==> src/rtl/counter_display_driver.sv <==
// Multiplexed common-anode hex display driver with frame-consistent snapshot and ack LED stretcher.
// Optional: define COUNTER_DISPLAY_LEADING_ZERO_BLANK_EN to blank leading-zero digits (digit 0 always shown).
module counter_display_driver #(
  parameter int DATA_SIZE     = 4,
  parameter int SCAN_BITS     = 16,
  parameter int ACK_HOLD_BITS = 22,
  parameter int ACTIVE_LOW    = 1
) (
  input  logic                   clock,
  input  logic                   reset,
  input  logic [DATA_SIZE-1:0]   value,
  input  logic                   ack,
  output logic [6:0]             segments,
  output logic [DATA_SIZE/4-1:0] anodes,
  output logic                   ackLed
);

  localparam int NUM_DIGITS = DATA_SIZE / 4;
  localparam int IDX_W      = (NUM_DIGITS > 1) ? $clog2(NUM_DIGITS) : 1;
  localparam logic [IDX_W-1:0] LAST_IDX = IDX_W'(NUM_DIGITS - 1);
  localparam logic POL = (ACTIVE_LOW != 0);

  typedef enum logic {
    BLANK,
    SHOW
  } state_t;

  state_t                   state, state_next;
  logic [SCAN_BITS-1:0]     prescaler;
  logic                     scan_tick;
  logic [IDX_W-1:0]         idx, idx_next;
  logic [DATA_SIZE-1:0]     snapshot, snapshot_next;
  logic [ACK_HOLD_BITS-1:0] hold, hold_next;
  logic [3:0]               nibble_next;
  logic                     digit_blank;
  logic [NUM_DIGITS-1:0]    anodes_next;
  logic [6:0]               segments_next;

  function automatic logic [6:0] hex_glyph(input logic [3:0] n);
    case (n)
      4'h0:    hex_glyph = 7'b0111111;
      4'h1:    hex_glyph = 7'b0000110;
      4'h2:    hex_glyph = 7'b1011011;
      4'h3:    hex_glyph = 7'b1001111;
      4'h4:    hex_glyph = 7'b1100110;
      4'h5:    hex_glyph = 7'b1101101;
      4'h6:    hex_glyph = 7'b1111101;
      4'h7:    hex_glyph = 7'b0000111;
      4'h8:    hex_glyph = 7'b1111111;
      4'h9:    hex_glyph = 7'b1101111;
      4'hA:    hex_glyph = 7'b1110111;
      4'hB:    hex_glyph = 7'b1111100;
      4'hC:    hex_glyph = 7'b0111001;
      4'hD:    hex_glyph = 7'b1011110;
      4'hE:    hex_glyph = 7'b1111001;
      default: hex_glyph = 7'b1110001;
    endcase
  endfunction

  assign scan_tick = &prescaler;

  // The snapshot only reloads when scanning wraps back to digit 0, so a frame never mixes values.
  always_comb begin
    idx_next      = idx;
    snapshot_next = snapshot;
    if (scan_tick) begin
      if (idx == LAST_IDX) begin
        idx_next      = '0;
        snapshot_next = value;
      end else begin
        idx_next = idx + IDX_W'(1);
      end
    end
  end

  always_comb begin
    nibble_next = '0;
    for (int unsigned d = 0; d < NUM_DIGITS; d++) begin
      if (idx_next == IDX_W'(d)) nibble_next = snapshot_next[4*d +: 4];
    end
  end

`ifdef COUNTER_DISPLAY_LEADING_ZERO_BLANK_EN
  assign digit_blank = (idx_next != '0) && ((snapshot_next >> {idx_next, 2'b00}) == '0);
`else
  assign digit_blank = 1'b0;
`endif

  // Outputs are computed from next-state values so the registered pins line up with the FSM.
  always_comb begin
    state_next    = state;
    anodes_next   = '0;
    segments_next = hex_glyph(nibble_next);
    case (state)
      BLANK:   state_next = SHOW;
      SHOW:    if (scan_tick) state_next = BLANK;
      default: state_next = BLANK;
    endcase
    if (state_next == SHOW) begin
      for (int unsigned d = 0; d < NUM_DIGITS; d++) begin
        anodes_next[d] = (idx_next == IDX_W'(d));
      end
    end
    if (digit_blank) begin
      anodes_next   = '0;
      segments_next = '0;
    end
  end

  always_comb begin
    hold_next = hold;
    if (ack) begin
      hold_next = '1;
    end else if (hold != '0) begin
      hold_next = hold - ACK_HOLD_BITS'(1);
    end
  end

  always_ff @(posedge clock or negedge reset) begin
    if (!reset) begin
      prescaler <= '0;
      idx       <= '0;
      snapshot  <= '0;
      state     <= BLANK;
      hold      <= '0;
      segments  <= {7{POL}};
      anodes    <= {NUM_DIGITS{POL}};
      ackLed    <= 1'b0;
    end else begin
      prescaler <= prescaler + SCAN_BITS'(1);
      idx       <= idx_next;
      snapshot  <= snapshot_next;
      state     <= state_next;
      hold      <= hold_next;
      segments  <= segments_next ^ {7{POL}};
      anodes    <= anodes_next ^ {NUM_DIGITS{POL}};
      ackLed    <= (hold_next != '0);
    end
  end

endmodule
==> config.mk <==
export PLATFORM = sky130hd
export DESIGN_NAME = counter_display_driver
export DESIGN_NICKNAME = d
export VERILOG_FILES = /design/src/rtl/counter_display_driver.sv
export SDC_FILE = /design/constraint.sdc
export NUM_CORES = 1
export LEC_CHECK = 0
export ABC_AREA = 1
export CAP_MARGIN = 20
export CORE_MARGIN = 2
export CORE_UTILIZATION = 25
export CTS_CLUSTER_DIAMETER = 100
export DETAILED_ROUTE_END_ITERATION = 10
export GPL_TIMING_DRIVEN = 0
export PLACE_DENSITY = 0.37
export SLEW_MARGIN = 20
export SYNTH_ARGS = -nofsm -noshare
export SYNTH_HDL_FRONTEND = slang
export SYNTH_SLANG_ARGS = --single-unit
==> constraint.sdc <==
create_clock -name clock -period 2.78 [get_ports clock]
set_input_delay 0.556 -clock clock [delete_from_list [all_inputs] [get_ports clock]]
set_output_delay 0.556 -clock clock [all_outputs]
set_load 0.03 [all_outputs]
# Word level (Yosys, flattened, before mapping)
# Memory sizes are Yosys's and may differ from the RTL's.
# Index checks and enable logic that the tools add are counted.
[totals]
regBits = 53
mem_bits_ro = 112
input_bits = 7
output_inout_bits = 9
wordCells = 29
n_memories = 1
[mem_list]
columns = ["name", "words", "width", "read_ports", "rd_clocked_by_memory_dff", "wr", "line_no", "rtl"]
rows = [
  ["(no name shown)", 16, 7, 1, 0, 0, "40", "case (n)"],
]
[classes]
n_addsub = 3
mux = 10
n_bitwise = 4
n_reduce_logical = 3
[op_table]
columns = ["cell", "n"]
rows = [
  ["$mux W22", 2],
  ["$reduce_bool A22 Y1", 2],
  ["$sub A22 B1 Y22 const B", 1],
  ["$add A16 B1 Y16 const B", 1],
  ["$reduce_and A16 Y1", 1],
  ["$mux W4", 3],
  ["$not A7 Y7", 1],
  ["$mux W1", 4],
  ["$not A1 Y1", 3],
  ["$pmux W1 S2", 1],
  ["$add A1 B1 Y1 const B", 1],
]

# Depth between registers and ports, before layout
[logic_depth]
depth_word = 6
ltp_mapped = 17
mapped_depth_nobuf = 17

# Worst setup path before layout
# OpenSTA, ideal clock, no wires.
[synth_path]
kind = "register to register"
from = "register prescaler[0]"
to = "register segments[3]"
setup_ns = 0.060
arrival_time_ns = 2.043
required_ns = 2.720
slack_ns = 0.676
stages_incl_launch_ff = 15
n_path_buf = 0
synth_period_minus_slack_ns = 2.104
path_cell_list = "dfrtp_1 ha_1 nand2_1 inv_2 nand2_1 nor2_4 nand3_4 nand2_2 inv_1 nor2_1 inv_1 ha_1 o21ai_0 nand2_1 nand2_1"
[synth_between]
elab_chain_cells = 5
word_cells_on_any_way = 6
classes_between = "mux (3); bitwise (1); reduce/logical (1); memory (1)"
[synth_rtl]
columns = ["item", "line_no", "rtl"]
rows = [
  ["start: declaration", "29", "logic [SCAN_BITS-1:0] prescaler;"],
  ["start signal: assignment", "130", "prescaler <= prescaler + SCAN_BITS'(1);"],
  ["$reduce_and A16 Y1", "60", "assign scan_tick = &prescaler;"],
  ["$mux W1", "66", "if (scan_tick) begin"],
  ["via idx_next", "31", "logic [IDX_W-1:0] idx, idx_next;"],
  ["$mux W4", "79", "if (idx_next == IDX_W'(d)) nibble_next = snapshot_next[4*d +: 4];"],
  ["$mem_v2 Z16 W7", "--", ""],
  ["$not A7 Y7 (no source line)", "--", ""],
  ["end signal: assignment", "126", "segments <= {7{POL}};"],
  ["end signal: assignment", "135", "segments <= segments_next ^ {7{POL}};"],
  ["end: declaration", "13", "output logic [6:0] segments,"],
]
# The timed path passes the listed nets, and every way through them passes these cells.

# Final worst setup path
[layout_path]
from = "register prescaler[0]"
to = "register segments[3]"
[layout_between]
elab_chain_cells = 5
word_cells_on_any_way = 6
classes_between = "mux (3); bitwise (1); reduce/logical (1); memory (1)"
[layout_rtl]
columns = ["item", "line_no", "rtl"]
rows = [
  ["$reduce_and A16 Y1", "60", ""],
  ["$mux W4", "66", ""],
  ["via snapshot_next[0]", "32", "logic [DATA_SIZE-1:0] snapshot, snapshot_next;"],
  ["$mux W4", "79", ""],
  ["$mem_v2 Z16 W7", "--", ""],
  ["$not A7 Y7 (no source line)", "--", ""],
]
# The timed path passes the listed nets, and every way through them passes these cells.

==> key figures <==
Run status
  • Status: finished, final reports clean

STA
  • Setup TNS: 0 ps
  • Worst-Margin Slew: 559 ps
  • Setup violations, final: 0
  • Fin crit period: 2450 ps
  • Worst slew margin: 0.628
  • Setup WS post-layout: 333 ps
  • Max-slew violations: 0
  • Final hold viol count: 0
  • RSZ-0062 raised after global routing: false
  • Fmax: 409 MHz
  • Final period util: 0.880
  • Clk_skew: 7.10 ps

Worst setup path
  • CP endpoint kind: flip-flop
  • Crit-path most repeated cell: nand2_1
  • Top Family by Delay on Critical Path: simple AND/OR/NAND/NOR gates
  • Crit path kind: reg2reg
  • FF-to-FF path depth: 16
  • CP max FO: 4
  • Slowest CP cell: dfrtp_1
  • Worst EP arrival: 2690 ps
  • Critical Path RT: 3020 ps
  • Critical Path Max Stage Delay: 380 ps
  • Worst-path cell chain: ha_1 > nand2_1 > inv_2 > nand2_1 > nor2_1 > nand2_1 > nor2_2 > nand2_1 > nand2_1 > inv_1 > nor2_1 > inv_1 > ha_1 > o21ai_0 > nand2_1 > nand2_1
  • Cell count along the critical path: 16
  • Startpoint type of the worst setup path: flip-flop
  • Critical path buffers and inverters: 3

Clock network
  • Sink Count: 53
  • Num CTS Buffers: 5
  • Clk slew on worst S/H paths: 70 ps
  • Clock Root Buffer: clkbuf_16
  • H-tree levels: 2
  • Post-cts repair resize count: 0
  • Clock Latency Late Sink: 300 ps
  • CTS Hold Bufs: 0
  • CTS tree: done
  • Post-CTS setup repair buffer count: 0
  • CTS max path bufs: 2

Floorplanning
  • CORE AREA: 11900 µm²
  • Die height: 114 µm
  • # IOs: 16
  • Die W: 114 µm
  • Site Rows: 40
  • Die area: 13000 µm²
  • Starting Density: 0.255

Place
  • Dpl ws: 309 ps
  • GP Congestion: 0.752
  • Detailed-placement wirelength estimate: 5160 µm
  • DP Cell Count: 545
  • IO buf count: 14

Synth
  • Leading area contributor after synthesis: dfrtp_1
  • Avg Cell Area, Syn: 7.93 µm²
  • Register area share after synthesis: 0.440
  • Syn nets: 398
  • Synthesized instance count: 383
  • Largest cells by area after synthesis: dfrtp_1 37%, nand2_1 12%, dfstp_2 6.9%, nor2_1 6.6%, inv_1 5.2%
  • YS warnings: 0
  • Yosys top cell area share: 0.371
  • Mapped Area: 3040 µm²
  • Yosys reg bits: 53
  • Yosys cell types: 35

Route
  • Final wirelength: 6720 µm
  • DRT iter0 DRCs: 90
  • Vias per cell: 4.32
  • # DRC: 0
  • Vias: 2390
  • DRT antenna net count: 0
  • Number of iterations in the first detailed-routing pass: 4
  • DR WL/cell: 12.2 µm

Flow run
  • Max-cap viol count: 0

Cells and area
  • N_diodes: 0
  • Finished Layout Cells: 553
  • Final net count: 420
  • Synthesis-to-layout area growth: 16.3%
  • Share of cells above drive strength 1: 0.150

Global routing
  • Grt total ovfl: 0
  • Vias in the first global route: 2388
  • First-pass GRT wire length: 11800 µm
  • Largest net degree at the start of global routing: 43
  • Initial antenna violation count: 0
  • GRT Util Overall: 0.115

Worst hold path
  • Worst Hold Class: in2async

Power
  • Pwr Density: 414 nW/µm²
  • P_leak: 1.53 nW
  • Peak supply drop: 0.192 mV
power breakdown:
part	switching, W	internal, W	total (W)
clock	0.000292	0.000337	0.000628
combinational	0.0000366	0.0000190	0.0000555
sequential	0.00000360	0.000774	0.000778
worst paths after layout:
path / start / endpoint / slack [ps]
min reg2reg: state / state / 450
max in group asynchronous: reset / segments[0] / 2140
min in group clock: state / state / 450
max reg2reg: prescaler[0] / segments[3] / 330
max: prescaler[0] / segments[3] / 330
min: reset / hold[9] / 110
sequential cells by signal, summed over array words and instances (netlist names):
register   cells
prescaler     16
ackLed         1
segments       7
idx            1
hold          22
state          1
anodes         1
snapshot       4
cells in the final DEF, fill, tap and decap left out, drive strengths merged, types with 2 or more instances in the layout:
master and n:
a21oi 10, nand3 29, clkbuf 8, nand2 107
nand4 7, nand3b 2, o21ai 23, inv 48
nor2 68, xor2 10, ha 8, nor3 5
dfrtp 45, clkdlybuf4s50 13, dfstp 8, xnor2 3
buf 5
final cells by class:
cell class,count,area (µm²)
Sequential cell,53,1340
Tap cell,147,184
Inverter,48,185
Timing Repair Buffer,15,165
Clock inverter,2,16.3
Fill cell,1326,8380
Multi-Input combinational cell,277,1480
Clock buffer,6,129
Buffer,5,35.0
synth_stat cells:
cell	count
a21oi_1	10
buf_2	1
buf_6	2
clkbuf_1	2
dfrtp_1	45
dfstp_2	8
ha_1	8
inv_1	42
inv_2	5
inv_6	1
mux2_2	1
mux2i_1	1
nand2_1	96
nand2_2	8
nand2_4	3
nand3_1	25
nand3_2	2
nand3_4	2
nand3b_1	2
nand4_1	7
nor2_1	53
nor2_2	10
nor2_4	4
nor2_8	1
nor3_1	4
nor3_2	1
o211ai_1	1
o21ai_0	12
o21ai_1	8
o21ai_2	2
o21ai_4	1
o22ai_1	1
or2_1	1
xnor2_1	3
xor2_1	10
metal layers:
layer	routed length, µm	part of all wire	vias up	GRT usage
met5	0	0	-	0
li1	-	-	1252	-
met1	3350	0.50	1106	0.155
met2	3140	0.47	26	0.189
met3	143	0.021	6	0.0222
met4	81	0.012	0	0.0317
kinds of logic after synthesis:
family | count (synthesis) | synth area share
DFF | 53 | 0.440
AOI/OAI and AO/OA | 35 | 0.0651
muxes | 2 | 0.00701
buffers and inverters | 53 | 0.0725
adders and majority gates | 8 | 0.0330
and+or+nand+nor | 219 | 0.345
xor gates and xnor gates | 13 | 0.0375
metrics by stage:
stage	util	hold WS, ps	total power (W)	area (µm²)
after floorplan	-	260	0.000815	3040
after global placement	0.282	441	0.000847	3360
after detailed placement	0.284	428	0.000851	3380
after CTS	0.296	107	0.00150	3530
after global routing	0.296	109	0.00153	3530
final	0.296	110	0.00146	3530
(Power assumes the default switching activity.)
